--- src/rtl/switch_debouncer.sv ---
// switch_debouncer
//   Per-bit conditioning of raw slide-switch pins: a 2-FF synchronizer, then a
//   stability counter that accepts a new level only after it has been seen for
//   STABLE_CYCLES consecutive cycles. Emits the clean level vector plus
//   registered one-cycle rise/fall strobes and a combined change strobe.

module switch_debouncer #(
   parameter int unsigned WIDTH         = 4,
   parameter int unsigned STABLE_CYCLES = 500000
) (
   input  logic             clk,
   input  logic             rst_n,
   input  logic [WIDTH-1:0] sw_raw,
   output logic [WIDTH-1:0] sw_clean,
   output logic [WIDTH-1:0] sw_rise,
   output logic [WIDTH-1:0] sw_fall,
   output logic             sw_changed
);

   localparam int unsigned      CNT_W   = $clog2(STABLE_CYCLES);
   localparam logic [CNT_W-1:0] CNT_MAX = CNT_W'(STABLE_CYCLES - 1);

   logic [WIDTH-1:0] sync1;
   logic [WIDTH-1:0] sync2;
   logic [CNT_W-1:0] cnt [WIDTH];
   logic [WIDTH-1:0] differ;
   logic [WIDTH-1:0] accept;
   logic [WIDTH-1:0] rise_nxt;
   logic [WIDTH-1:0] fall_nxt;

   // two-stage synchronizer; only sync2 is used downstream
   always_ff @(posedge clk or negedge rst_n) begin
      if (!rst_n) begin
         sync1 <= '0;
         sync2 <= '0;
      end else begin
         sync1 <= sw_raw;
         sync2 <= sync1;
      end
   end

   // per-bit acceptance decision and the strobes it implies
   always_comb begin
      differ   = '0;
      accept   = '0;
      rise_nxt = '0;
      fall_nxt = '0;
      for (int unsigned i = 0; i < WIDTH; i++) begin
         differ[i]   = (sync2[i] != sw_clean[i]);
         accept[i]   = differ[i] && (cnt[i] == CNT_MAX);
         rise_nxt[i] = accept[i] && sync2[i];
         fall_nxt[i] = accept[i] && !sync2[i];
      end
   end

   // stability counters: clear on agreement, count while differing, clear on accept
   always_ff @(posedge clk or negedge rst_n) begin
      if (!rst_n) begin
         for (int unsigned i = 0; i < WIDTH; i++) begin
            cnt[i] <= '0;
         end
      end else begin
         for (int unsigned i = 0; i < WIDTH; i++) begin
            if (!differ[i] || accept[i]) begin
               cnt[i] <= '0;
            end else begin
               cnt[i] <= cnt[i] + 1'b1;
            end
         end
      end
   end

   // clean levels and registered one-cycle strobes
   always_ff @(posedge clk or negedge rst_n) begin
      if (!rst_n) begin
         sw_clean   <= '0;
         sw_rise    <= '0;
         sw_fall    <= '0;
         sw_changed <= 1'b0;
      end else begin
         sw_clean   <= sw_clean ^ accept;
         sw_rise    <= rise_nxt;
         sw_fall    <= fall_nxt;
         sw_changed <= |(rise_nxt | fall_nxt);
      end
   end

endmodule

--- config.mk ---
export PLATFORM = sky130hd
export DESIGN_NAME = switch_debouncer
export DESIGN_NICKNAME = d
export VERILOG_FILES = /design/src/rtl/switch_debouncer.sv
export SDC_FILE = /design/constraint.sdc
export NUM_CORES = 1
export LEC_CHECK = 0
export ABC_AREA = 1
export CORE_MARGIN = 5
export CORE_UTILIZATION = 55
export DETAILED_ROUTE_END_ITERATION = 8
export PLACE_DENSITY = 0.76
export SLEW_MARGIN = 15
export SYNTH_ARGS = -nofsm -noshare
export SYNTH_HDL_FRONTEND = slang
export SYNTH_SLANG_ARGS = --single-unit
--- constraint.sdc ---
create_clock -name clk -period 1.5 [get_ports clk]
set_clock_uncertainty 0.15 [all_clocks]
set_input_delay 0.15 -clock clk [delete_from_list [all_inputs] [get_ports clk]]
set_output_delay 0.15 -clock clk [all_outputs]
set_load 0.03 [all_outputs]
==> flow_summary_export.csv <==
group,metric,value,unit
run,max_cap_violations,0,
clock_network,clk_pin_slew_worst_paths,100,ps
sta,period_needed,1700,ps
synth,synthesis.area,5010,sq um
cells_and_area,drive_gt1_share,36.9,%
worst_hold_path,min_path_type,"in2async",
synth,yosysTopAreaCellShare,48.5,%
critical_path,cp.required,1610,ps
critical_path,timing.rr.start,"cnt[20]",
routing,wl,13500,um
sta,setup_violations,83,
routing,post_drt_via_cell_ratio,5.41,
routing,via_count,4622,
routing,drtIter0Drc,223,
die,pin_count,19,
synth,syn_inst,626,
synth,syn_nets,636,
routing,first_pass_iters,4,
cells_and_area,finalNonFillerCells,855,
grt,grt_pass1_vias,4273,
sta,worstMarginPinSlew,354,ps
critical_path,critPathCaptureType,"flop",
critical_path,crit_chain,"ha_4, nand2_4, nor2_4, nand2_2, inv_2, nand2_2, xor2_1, nor2_1",
grt,antenna_found_initial,0,
die,dieWidth,105,um
cells_and_area,layout.nets,752,
clock_network,htreeDepth,3,
critical_path,crit_fanout,5,
grt,grt_pass1_wl,19200,um
synth,ys_warn_count,0,
status,violations,"negative setup slack",
placement,dp_hpwl,7710,um
synth,synthArstFlopShare,100,%
power,power.leakage,3.02,nW
synth,synthTopCellsByArea,"dfrtp_1 48%, nor2_1 11%, nand2_1 10%, xor2_1 5.6%, inv_1 4.6%",
critical_path,path_buf_inv,1,
synth,yosys-top-cells-count,"146 x nor2_1, 139 x nand2_1, 97 x dfrtp_1, 61 x inv_1, 35 x nand3_1",
die,row_count,34,
synth,synth-seq-area-share,48.5,%
power,power.density,690,nW/um^2
sta,period_share,113,%
critical_path,critPathMaxStageDelay,430,ps
clock_network,cts-buffers-inserted,9,
status,outcome,"finished with violations",
sta,slew_headroom,76.2,%
routing,drc,0,
critical_path,crit_start,"cnt[20]",
cells_and_area,insertedDiodeCount,0,
clock_network,clock_latency,370,ps
clock_network,cts_root_buf,"clkbuf_8",
critical_path,path_common_cell,"nand2_2",
critical_path,reg2reg_slack,-200,ps
synth,synth_edf_count,0,
die,initial_core_util,56.9,%
die,core-area,8810,sq um
synth,synth.distinct_cells,29,
synth,ys_ff_latch,97,
die,dieArea,11100,sq um
clock_network,cts.sinks,97,
placement,pre_cts_ws,-143,ps
placement,gp_congestion,0.944,
clock_network,cts_buffer_depth,2,
placement,numPortBuffers,18,
placement,place_inst,809,
cells_and_area,syn2layout_area_growth,38.1,%
critical_path,worst-setup-path-type,"reg2reg",
critical_path,cp_top_family,"simple AND/OR/NAND/NOR gates",
cells_and_area,fin_util,78.6,%
sta,fin_ws,-201,ps
sta,finalHoldViolations,0,
grt,grt_use_total,21.3,%
routing,wire_per_inst,15.8,um
synth,synthFlopType,"dfrtp_1",
synth,avgSynthCellArea,8.00,sq um
sta,final_max_slew_viol_count,0,
sta,rsz0062_at_grt,"yes",
grt,grt_overflow,0,
synth,yosys.area.top_type,"dfrtp_1",
die,die_h,105,um
power,ir_worst_vdd,0.000529,V
routing,ant_nets,0,
grt,grt_start_max_net_pins,34,
synth,yosysMostFrequentCell,"nor2_1",
critical_path,critical_path.slowest_cell,"dfrtp_1",
critical_path,worst_setup_path_start_kind,"flop",
critical_path,crit_arrival,1810,ps
sta,max_freq,588,MHz
clock_network,cts_tree,"built",
## through the flow
stage / hold WS [ps] / TNS [ps] / total power, mW / cell area (sq um)
6_report: 52.7 / -6740 / 4.77 / 6920
5_1_grt: 54.7 / -13240 / 4.97 / 6920
4_1_cts: 55.8 / -738 / 4.69 / 6200
3_5_place_dp: -89.4 / -3300 / 2.95 / 5790
3_3_place_gp: -92.5 / -241 / 2.94 / 5790
2_1_floorplan: -296 / -665 / 2.84 / 5050
## cell families (layout without fill, tap and decap cells)
| family | Yosys count | after routing | share of synthesized area, % |
|---|---|---|---|
| xor gates and xnor gates | 36 | 36 | 6.30 |
| DFF | 97 | 97 | 48.5 |
| adders and majority gates | 4 | 4 | 0.999 |
| buffers and inverters | 71 | 188 | 6.20 |
| and+or+nand+nor | 395 | 399 | 35.5 |
| AOI/OAI and AO/OA | 23 | 23 | 2.57 |
## cell type report
class                           count  area [sq um]
Timing Repair Buffer              103           850
Timing Repair inverter              2          17.5
Clock buffer                        9           124
Tap cell                          108           135
Fill cell                         500          1890
Sequential cell                    97          2440
Multi-Input combinational cell    462          3010
Clock inverter                      7          76.3
Inverter                           67           272
## power by group
group / internal (mW) / switching (mW) / leakage, nW / total [mW]
sequential: 2.65 / 0.0395 / 1.31 / 2.69
combinational: 0.124 / 0.206 / 1.61 / 0.329
clock: 0.783 / 0.971 / 0.0962 / 1.75
## worst register-to-register path, stage by stage (launching register included)
cell and delay [ps]:
dfrtp_1 430, ha_4 170, nand2_4 70, nor2_4 210, nand2_2 110, inv_2 120, nand2_2 70, xor2_1 180
nor2_1 80
## cell usage in the layout (no fill, tap or decap), drive strengths merged, types with 6 or more instances in the layout
master       instances
a21oi                9
buf                 85
clkbuf              11
dfrtp               97
dlygate4sd2          9
inv                 70
nand2              148
nand3               39
nand4               11
nor2               167
nor3                25
nor3b                6
o21ai                8
xor2                32
## registers in the layout (all words and copies together), names as in the netlist, named ones only
name and cells:
cnt 76, sw_changed 1, sw_fall 4, sw_rise 4, sync1 4, sync2 4
## per-layer routing
metal / vias to the layer above / GRT usage (%) / share of wire (%)
li1: 2198 / - / -
met1: 2238 / 26.8 / 41
met2: 154 / 37.0 / 52
met3: 32 / 3.24 / 4.6
met4: 0 / 7.97 / 2.6
met5: - / 0 / 0
## what timing repair did
action	CTS	global route
pin swaps	14	54
hold buffers	1	0
setup endpoints to repair	87	86
gates resized for setup	58	151
buffers inserted	4	20
cloned	3	3
hold endpoints to repair	97	0
## path summary, 6_finish.rpt
path / to / depth (start not counted)
hold reg to reg: sync2[2] / 0
setup / recovery: cnt[29] / 8
hold / removal: cnt[30] / 2
setup reg to reg: cnt[29] / 8
min in group clk: sync1[1] / 1
max in group asynchronous: cnt[66] / 3
(Power assumes the default switching activity.)
